## config.mk

```make
export PLATFORM = sky130hd
export DESIGN_NAME = csla_64bit
export DESIGN_NICKNAME = d
export VERILOG_FILES = /design/src/rtl/csla_64bit.sv
export SDC_FILE = /design/constraint.sdc
export NUM_CORES = 1
export LEC_CHECK = 0
export CORE_UTILIZATION = 44
export CTS_BUF_LIST = sky130_fd_sc_hd__clkbuf_8
export CTS_CLUSTER_DIAMETER = 60
export DETAILED_ROUTE_END_ITERATION = 12
export GPL_ROUTABILITY_DRIVEN = 1
export PLACE_DENSITY = 0.89
export SYNTH_ARGS = -nofsm -noshare
export SYNTH_HDL_FRONTEND = slang
export SYNTH_SLANG_ARGS = --single-unit
export TNS_END_PERCENT = 30
```

## constraint.sdc

```tcl
create_clock -name clk -period 0.8 [get_ports clk]
set_input_delay 0.16 -clock clk [delete_from_list [all_inputs] [get_ports clk]]
set_output_delay 0.16 -clock clk [all_outputs]
set_load 0.01 [all_outputs]
```

## src/rtl/csla_64bit.sv

```systemverilog
// 64-bit carry-select adder with a registered result (1-cycle latency).
//
// Ports:
//   clk    in   1   clock, rising edge
//   rst_n  in   1   asynchronous active-low reset, clears sum/cout
//   a      in  64   addend A (unsigned)
//   b      in  64   addend B (unsigned)
//   cin    in   1   carry-in
//   sum    out 64   registered (a + b + cin) mod 2^64
//   cout   out  1   registered bit 64 of a + b + cin
//
// BLOCK_W sets the carry-select block width; legal values are 4, 8 and 16.

// Ripple-carry adder built from full-adder cells.
module csla_rca #(
   parameter int unsigned W = 4
) (
   input  logic [W-1:0] x_i,
   input  logic [W-1:0] y_i,
   input  logic         ci_i,
   output logic [W-1:0] s_o,
   output logic         co_o
);

   logic [W:0] c;

   assign c[0] = ci_i;

   for (genvar i = 0; i < W; i++) begin : g_fa
      assign s_o[i]  = x_i[i] ^ y_i[i] ^ c[i];
      assign c[i+1]  = (x_i[i] & y_i[i]) | (c[i] & (x_i[i] ^ y_i[i]));
   end

   assign co_o = c[W];

endmodule

module csla_64bit #(
   parameter int unsigned BLOCK_W = 4
) (
   input  logic        clk,
   input  logic        rst_n,
   input  logic [63:0] a,
   input  logic [63:0] b,
   input  logic        cin,
   output logic [63:0] sum,
   output logic        cout
);

   localparam int unsigned DATA_W = 64;
   localparam int unsigned N_BLK  = DATA_W / BLOCK_W;

   // blk_c[k] is the carry into block k; blk_c[N_BLK] is bit 64 of the result.
   logic [N_BLK:0]    blk_c;
   logic [DATA_W-1:0] s_c;

   logic [DATA_W-1:0] sum_d, sum_q;
   logic              cout_d, cout_q;

   assign blk_c[0] = cin;

   for (genvar k = 0; k < int'(N_BLK); k++) begin : g_blk
      if (k == 0) begin : g_ripple
         // First block has a real carry-in, so a single ripple chain suffices.
         csla_rca #(.W(BLOCK_W)) u_rca (
            .x_i  (a[0 +: BLOCK_W]),
            .y_i  (b[0 +: BLOCK_W]),
            .ci_i (blk_c[0]),
            .s_o  (s_c[0 +: BLOCK_W]),
            .co_o (blk_c[1])
         );
      end else begin : g_select
         logic [BLOCK_W-1:0] s0, s1;
         logic               c0, c1;

         // Both carry hypotheses are precomputed; the incoming carry only picks one.
         csla_rca #(.W(BLOCK_W)) u_rca0 (
            .x_i  (a[k*BLOCK_W +: BLOCK_W]),
            .y_i  (b[k*BLOCK_W +: BLOCK_W]),
            .ci_i (1'b0),
            .s_o  (s0),
            .co_o (c0)
         );

         csla_rca #(.W(BLOCK_W)) u_rca1 (
            .x_i  (a[k*BLOCK_W +: BLOCK_W]),
            .y_i  (b[k*BLOCK_W +: BLOCK_W]),
            .ci_i (1'b1),
            .s_o  (s1),
            .co_o (c1)
         );

         assign s_c[k*BLOCK_W +: BLOCK_W] = blk_c[k] ? s1 : s0;
         assign blk_c[k+1]                = blk_c[k] ? c1 : c0;
      end
   end

   // Next-state for the output register.
   always_comb begin
      sum_d  = s_c;
      cout_d = blk_c[N_BLK];
   end

   // Output register.
   always_ff @(posedge clk or negedge rst_n) begin
      if (!rst_n) begin
         sum_q  <= '0;
         cout_q <= 1'b0;
      end else begin
         sum_q  <= sum_d;
         cout_q <= cout_d;
      end
   end

   assign sum  = sum_q;
   assign cout = cout_q;

endmodule

```

==> results of run 1 <==
## final cells by class
type                       count  share of cell area [%]
tap                          102                    2.04
inverter                     107                    6.43
clock inverter                 6                   0.841
sequential                    65                    26.0
timing repair buffer         225                    32.6
clock buffer                   9                    1.98
multi-input combinational    117                    30.1
## path summary, 6_finish.rpt
check                       from      end  slack, ps  cells after the start
hold / removal               cin   sum[0]        120                      2
min in group asynchronous  rst_n  sum[30]        350                      3
setup / recovery             cin  sum[63]     -17480                     87
max in group asynchronous  rst_n  sum[47]        250                      3
## per-layer routing
metal	track usage (%)	part of all wire, %	wire [um]
met3	9.67	8.6	865
met1	21.6	30	3040
met2	46.1	58	5830
met5	0	0	0
met4	11.4	3.1	313
## sequential cells by signal, indices dropped and copies added (netlist names)
signal,flops
cout,1
sum,64
## metrics by stage
stage | setup TNS, ps | worst slack, ps
2_1_floorplan | -547760 | -16680
6_report | -584100 | -17480
3_5_place_dp | -628400 | -18150
3_3_place_gp | -610220 | -17670
4_1_cts | -587400 | -17550
5_1_grt | -607850 | -18110
## cells by family (layout without fill, tap and decap cells)
group                      count (synthesis)  count (layout)  share of synthesized area (%)
buffers and inverters                    107             347                           11.0
and+or+nand+nor                            8               8                          0.821
adders and majority gates                 79              79                           37.1
xor gates and xnor gates                  15              15                           3.59
AOI/OAI and AO/OA                          8               8                           1.09
muxes                                      7               7                           1.92
DFF                                       65              65                           44.5
## power breakdown
| part | internal, mW | total (mW) | switching, mW | leakage, nW |
|---|---|---|---|---|
| logic | 2.29 | 4.08 | 1.78 | 2.20 |
| registers | 3.96 | 4.21 | 0.250 | 0.757 |
| clock network | 1.38 | 2.60 | 1.22 | 0.101 |
| total | 7.64 | 10.9 | 3.25 | 3.06 |
## placed cells by master, fill, tap and decap left out, types with 7 or more instances in the layout
cell / synthesis / routed
clkdlybuf4s50_1: 0 / 125
inv_1: 107 / 79
dfrtp_1: 65 / 65
fa_2: 0 / 49
buf_2: 0 / 42
inv_2: 0 / 30
ha_1: 30 / 30
buf_6: 0 / 29
buf_4: 0 / 25
clkbuf_8: 0 / 9
xnor2_2: 0 / 7
## worst max-delay path, delay by kind of cell
family	cells	cell delay (ps)
buffers and inverters	21	1290
and+or+nand+nor	2	120
adders and majority gates	49	14960
muxes	7	1370
AOI/OAI and AO/OA	8	650
## repair_timing
| action | CTS | global route |
|---|---|---|
| pin swaps | 38 | 7 |
| setup endpoints to repair | 130 | 129 |
| hold endpoints to repair | 65 | 0 |
| hold buffers | 1 | 0 |
| gates resized for setup | 310 | 27 |
| buffers inserted | 9 | 6 |
==> impl_metrics.env, run 1 <==
export IMPL_drt_initial_drc_count=29
export IMPL_grt_pass1_vias=3222
export IMPL_ys_flop_type="dfrtp_1"
export IMPL_p_leak_nw=3.06
export IMPL_async_reset_ff_share_pct=100
export IMPL_synth_most_common_cell="inv_1"
export IMPL_drtPass1Iterations=4
export IMPL_vias=2792
export IMPL_ant_nets=0
export IMPL_syn_inst=289
export IMPL_io_pins=196
export IMPL_maxCapViolations=0
export IMPL_drt_wirelength_per_cell_um=15.9
export IMPL_start_kind="input pin"
export IMPL_slew_viol_final=0
export IMPL_finalHoldViolations=0
export IMPL_rsz0062_at_grt="true"
export IMPL_grt_pass1_wl_mm=15.2
export IMPL_die_w_um=93.2
export IMPL_critPathArrivalTime_ps=18530
export IMPL_numCtsBuffers=9
export IMPL_holdWs_ps=120
export IMPL_placementRows=32
export IMPL_worstSetupEndpointType="flip-flop"
export IMPL_synth_common_cells="inv_1, dfrtp_1, fa_1, ha_1, xnor2_1"
export IMPL_htreeDepth=3
export IMPL_vias_per_cell=4.42
export IMPL_cts_tree="yes"
export IMPL_clk_pin_slew_ps=70
export IMPL_synth_edf_count=0
export IMPL_path_class="in -> reg"
export IMPL_crit_path_max_fanout=3
export IMPL_worstMarginPinSlew_ps=198
export IMPL_synth_seq_cells=65
export IMPL_fillers=471
export IMPL_ys_seq_area_share_pct=44.5
export IMPL_placed_area_mm2=0.00601
export IMPL_stdcell_area_mm2=0.00625
export IMPL_dieArea_mm2=0.00868
export IMPL_syn_avg_cell_area_um2=12.7
export IMPL_fin_total_pwr_mw=10.9
export IMPL_power_density_mw_per_mm2=1740
export IMPL_cts_buffer_depth=2
export IMPL_yosysWarnings=0
export IMPL_fmax_mhz=54.7
export IMPL_grtUsageTotal_pct=24.1
export IMPL_slew_headroom_pct=86.5
export IMPL_initial_utilization_pct=46.4
export IMPL_die_h_um=93.2
export IMPL_worst_ep_required_time_ps=1040
export IMPL_yosys_area_top_type="dfrtp_1"
export IMPL_fin_crit_ps=18280
export IMPL_multi_input_area_mm2=0.00188
export IMPL_drive_gt1_share_pct=41.0
export IMPL_fin_util_pct=79.2
export IMPL_synthDistinctLibCells=11
export IMPL_crit_top_cell="fa_2"
export IMPL_slowest_stage="fa_2"
export IMPL_cpPeakStageDelay_ps=500
export IMPL_fin_cells=631
export IMPL_final_net_count=735
export IMPL_fin_crit_sh_pct=2290
export IMPL_violations="negative setup slack"
export IMPL_synthToLayoutAreaGrowth_pct=70.9
export IMPL_antenna_found_initial=0
export IMPL_drt_total_wl_mm=10.0
export IMPL_coreArea_mm2=0.00789
export IMPL_synth_area_leaders="dfrtp_1, fa_1, inv_1"
export IMPL_placed_cells=600
export IMPL_place_port_buffers=195
export IMPL_root_buffer="clkbuf_8"
export IMPL_synth_area_mm2=0.00366
export IMPL_drc_errors=0
export IMPL_dpl_hpwl_mm=7.75
export IMPL_synth_nets=499
export IMPL_setup_viol=129
export IMPL_grt_overflow=0
export IMPL_status="finished, violations left"
export IMPL_hold_path_class="in -> reg"
export IMPL_clock_sinks=65
export IMPL_num_antenna_cells=0
export IMPL_ir_drop_uv=982
export IMPL_grt_max_degree=36
export IMPL_worst_slack_ps=-17480
export IMPL_place_congestion=0.795
export IMPL_seq_area_mm2=0.00163
export IMPL_synth_top_area_share_pct=44.5
Power figures use the tool's default switching activity.
==> run 2: changes to the inputs <==
CTS_CLUSTER_SIZE = 30   (was default)
TNS_END_PERCENT = default   (was 30)
==> run 2 against run 1 <==
Compared with the run above:
- the run still ends with negative setup slack left
- non-clock buffer count increased by 2
- hold slack improved by 45 ps
- setup slack improved by 240 ps
- die area unchanged
- via count increased by 0.36%
- critical path type unchanged
==> impl_metrics.env, run 2 (synthesis results as in run 1) <==
export IMPL_worst_ep_required_time_ps=1020
export IMPL_crit_family="adder cells"
export IMPL_slew_viol_final=0
export IMPL_dpl_hpwl_mm=8.02
export IMPL_p_sw_mw=3.29
export IMPL_coreArea_mm2=0.00789
export IMPL_place_port_buffers=195
export IMPL_drc_errors=0
export IMPL_placed_area_mm2=0.00603
export IMPL_p_leak_nw=3.08
export IMPL_multi_input_area_mm2=0.00187
export IMPL_drive_gt1_share_pct=41.2
export IMPL_htreeDepth=3
export IMPL_seqPwrFrac_pct=37.1
export IMPL_initial_utilization_pct=46.4
export IMPL_mostFrequentLayoutCells="clkdlybuf4s50_1, inv_1, dfrtp_1"
export IMPL_die_h_um=93.2
export IMPL_fillers=472
export IMPL_critPathLaunch="cin"
export IMPL_numCtsBuffers=9
export IMPL_violations="negative setup slack"
export IMPL_drt_initial_drc_count=27
export IMPL_drt_wirelength_per_cell_um=15.5
export IMPL_cts_buffer_depth=2
export IMPL_num_antenna_cells=0
export IMPL_clk_pin_slew_ps=70
export IMPL_worstSetupEndpointType="flip-flop"
export IMPL_place_congestion=0.747
export IMPL_cp_endpoint="sum[63]"
export IMPL_fin_crit_sh_pct=2260
export IMPL_holdWs_ps=165
export IMPL_power_density_mw_per_mm2=1790
export IMPL_fmax_mhz=55.4
export IMPL_grtUsageTotal_pct=24.7
export IMPL_status="finished, violations left"
export IMPL_clkPwrFrac_pct=27.0
export IMPL_dieArea_mm2=0.00868
export IMPL_cpPeakStageDelay_ps=510
export IMPL_critPathArrivalTime_ps=18260
export IMPL_start_kind="input pin"
export IMPL_ir_drop_uv=1060
export IMPL_critPathBufInv=20
export IMPL_hold_depth=2
export IMPL_finalHoldViolations=0
export IMPL_netSwitchingFraction_pct=29.1
export IMPL_fin_crit_ps=18040
export IMPL_p_comb_share_pct=35.9
export IMPL_final_net_count=737
export IMPL_synthToLayoutAreaGrowth_pct=72.8
export IMPL_hold_path_class="in -> reg"
export IMPL_fin_total_pwr_mw=11.3
export IMPL_pre_cts_ws_ps=-18010
export IMPL_antenna_found_initial=0
export IMPL_vias=2802
export IMPL_grt_max_degree=26
export IMPL_rsz0062_at_grt="true"
export IMPL_cts_tree="yes"
export IMPL_clock_sinks=65
export IMPL_path_class="in -> reg"
export IMPL_drtPass1Iterations=4
export IMPL_slowest_stage="fa_2"
export IMPL_power_internal_mw=8.01
export IMPL_seq_area_mm2=0.00163
export IMPL_largest_register_ffs=64
export IMPL_drt_total_wl_mm=9.83
export IMPL_io_pins=196
export IMPL_stdcell_area_mm2=0.00632
export IMPL_placementRows=32
export IMPL_grt_pass1_wl_mm=15.3
export IMPL_crit_path_max_fanout=3
export IMPL_finalSetupTns_ps=-572370
export IMPL_vias_per_cell=4.42
export IMPL_crit_top_cell="fa_2"
export IMPL_final_common_cell="clkdlybuf4s50_1"
export IMPL_setup_viol=129
export IMPL_worstMarginPinSlew_ps=282
export IMPL_root_buffer="clkbuf_8"
export IMPL_die_w_um=93.2
export IMPL_slew_headroom_pct=81.2
export IMPL_grt_pass1_vias=3270
export IMPL_grt_overflow=0
export IMPL_worst_slack_ps=-17240
export IMPL_ant_nets=0
export IMPL_path_depth=86
export IMPL_maxCapViolations=0
-- run 2: cell types whose count changed in the layout (fill, tap and decap cells not counted), sizes merged --
cell / delta
inv: -2
clkinv: +1
bufinv: +1
buf: +2
clkinvlp: +1
-- run 2: layer usage --
layer	wire (um)	global-route usage (%)	up-vias
met1	2960	22.0	1351
li1	-	-	1272
met5	0	0	-
met2	5610	48.2	141
met3	844	8.54	38
met4	412	12.1	0
-- run 2: how the worst min path moves through the flow --
stage	start	slack, ps	to
6_report	cin	170	sum[0]
5_1_grt	cin	150	sum[0]
4_1_cts	cin	150	sum[0]
3_5_place_dp	rst_n	50	sum[35]
3_3_place_gp	rst_n	50	sum[35]
2_1_floorplan	rst_n	-140	cout
-- run 2: power groups by stage --
| stage | clock, mW | sequential, mW | combinational [mW] |
|---|---|---|---|
| 2_1_floorplan | 0 | 4.58 | 1.04 |
| 3_3_place_gp | 0 | 4.19 | 3.91 |
| 3_5_place_dp | 0 | 4.23 | 4.12 |
| 4_1_cts | 3.11 | 4.17 | 3.81 |
| 5_1_grt | 3.29 | 4.25 | 4.43 |
| 6_report | 3.05 | 4.19 | 4.06 |
-- run 2: repair_timing --
action | 4_1_cts | 5_1_grt
gates resized for setup | 304 | 34
buffers inserted | 11 | 5
hold endpoints to repair | 65 | 0
setup endpoints to repair | 130 | 129
hold buffers | 1 | 0
pin swaps | 26 | 3
-- run 2: final cells by class --
class,instances,area share [%]
multi-input combinational,117,29.6
inverter,107,6.36
clock inverter,7,1.51
clock buffer,9,1.96
sequential,65,25.8
tap,102,2.02
timing repair buffer,227,32.8
-- run 2: through the flow --
stage / util [%] / instances
detailed placement: 76.5 / 601
floorplan: - / 289
finish: 80.1 / 634
global route: 80.1 / 634
CTS: 77.7 / 629
global placement: 76.5 / 601
==> run 3: changes to the inputs <==
CORE_ASPECT_RATIO = 1.4   (was default)
CTS_CLUSTER_SIZE = 28   (was 30)
==> run 3 against run 2 <==
Compared with the run above:
- the run still ends with negative setup slack left
- maximum frequency decreased by 1.4%
- highest routed layer unchanged
- global-route usage fell by 1.3 points
- total power fell by 1.6%
- final cell count is 0.95% higher
- design area increased by 0.46%
- non-clock buffer count increased by 7
- via count increased by 1.6%
- combinational power grew 2%
- first-iteration DRC count is 93% higher
- die area about the same
==> impl_metrics.env, run 3 (synthesis results as in run 1) <==
export IMPL_status="finished, violations left"
export IMPL_violations="negative setup slack"
export IMPL_fin_util_pct=78.3
export IMPL_dpl_hpwl_mm=7.86
export IMPL_die_w_um=79.0
export IMPL_grtUsageTotal_pct=23.3
export IMPL_fin_crit_sh_pct=2290
export IMPL_pre_cts_ws_ps=-18070
export IMPL_fillers=508
export IMPL_drt_wirelength_per_cell_um=15.7
export IMPL_synthToLayoutAreaGrowth_pct=73.5
export IMPL_p_leak_nw=3.09
export IMPL_drt_total_wl_mm=10.0
export IMPL_critPathBufInv=20
export IMPL_worst_slack_ps=-17500
export IMPL_final_net_count=744
export IMPL_largest_register_ffs=64
export IMPL_setup_viol=129
export IMPL_drive_gt1_share_pct=40.9
export IMPL_antenna_found_initial=0
export IMPL_vias=2848
export IMPL_rsz0062_at_grt="true"
export IMPL_io_pins=196
export IMPL_grt_pass1_wl_mm=14.4
export IMPL_grt_pass1_vias=3128
export IMPL_place_port_buffers=195
export IMPL_fin_total_pwr_mw=11.1
export IMPL_start_kind="input pin"
export IMPL_final_common_cell="clkdlybuf4s50_1"
export IMPL_clk_pin_slew_ps=70
export IMPL_multi_input_area_mm2=0.00187
export IMPL_coreArea_mm2=0.00810
export IMPL_mostFrequentLayoutCells="clkdlybuf4s50_1, inv_1, dfrtp_1"
export IMPL_finalHoldViolations=0
export IMPL_drtPass1Iterations=6
export IMPL_fin_crit_ps=18300
export IMPL_grt_max_degree=66
export IMPL_root_buffer="clkbuf_8"
export IMPL_htreeDepth=3
export IMPL_ant_nets=0
export IMPL_slew_viol_final=0
export IMPL_die_h_um=110
export IMPL_maxCapViolations=0
export IMPL_worstSetupEndpointType="flip-flop"
export IMPL_cpPeakStageDelay_ps=500
export IMPL_fmax_mhz=54.6
export IMPL_initial_utilization_pct=45.1
export IMPL_vias_per_cell=4.45
export IMPL_drt_initial_drc_count=52
export IMPL_path_class="in -> reg"
export IMPL_cts_buffer_depth=2
export IMPL_slew_headroom_pct=76.7
export IMPL_seq_area_mm2=0.00163
export IMPL_worst_ep_required_time_ps=1040
export IMPL_stdcell_area_mm2=0.00634
export IMPL_ir_drop_uv=978
export IMPL_dieArea_mm2=0.00868
export IMPL_cts_tree="yes"
export IMPL_numCtsBuffers=9
export IMPL_crit_path_max_fanout=3
export IMPL_worstMarginPinSlew_ps=349
export IMPL_power_density_mw_per_mm2=1750
export IMPL_placementRows=39
export IMPL_place_congestion=0.753
export IMPL_clock_sinks=65
export IMPL_num_antenna_cells=0
export IMPL_critPathArrivalTime_ps=18530
export IMPL_hold_path_class="in -> reg"
export IMPL_grt_overflow=0
export IMPL_finalSetupTns_ps=-587030
export IMPL_slowest_stage="fa_2"
export IMPL_crit_top_cell="fa_2"
export IMPL_crit_family="adder cells"
export IMPL_placed_area_mm2=0.00600
export IMPL_drc_errors=0
[run 3: final timing paths]
check	start	to	slack, ps	depth (start not counted)
setup / recovery	a[0]	sum[63]	-17500	86
hold / removal	a[0]	sum[0]	150	2
max in group asynchronous	rst_n	sum[12]	140	3
min in group asynchronous	rst_n	sum[33]	370	3
[run 3: layout make-up]
type	instances	area share [%]
tap	102	2.01
multi-input combinational	117	29.4
clock inverter	4	0.690
inverter	107	6.33
clock buffer	11	2.39
sequential	65	25.6
timing repair buffer	234	33.5
[run 3: metal layers]
metal  global-route usage (%)  part of all wire [%]  wire length, um
met4                     14.3                   4.3              434
met5                        0                     0                0
met1                     19.8                    30             3000
met2                     46.6                    58             5840
met3                     6.31                   7.7              772
[run 3: report_power, final]
part	internal [mW]	switching (mW)
Clock	1.57	1.20
Combinational	2.36	1.78
Sequential	3.96	0.249
[run 3: metrics by stage]
step           hold WS (ps)  instances
2_1_floorplan          -136        289
3_3_place_gp            202        600
3_5_place_dp            204        600
4_1_cts                 133        631
5_1_grt                 132        640
6_report                147        640
[run 3: repair_timing]
action / CTS / global route
hold buffers: 1 / 0
buffers inserted: 15 / 9
hold endpoints to repair: 65 / 0
endpoints found under the setup margin: 130 / 129
gates resized for setup: 315 / 29
pin swaps: 39 / 6
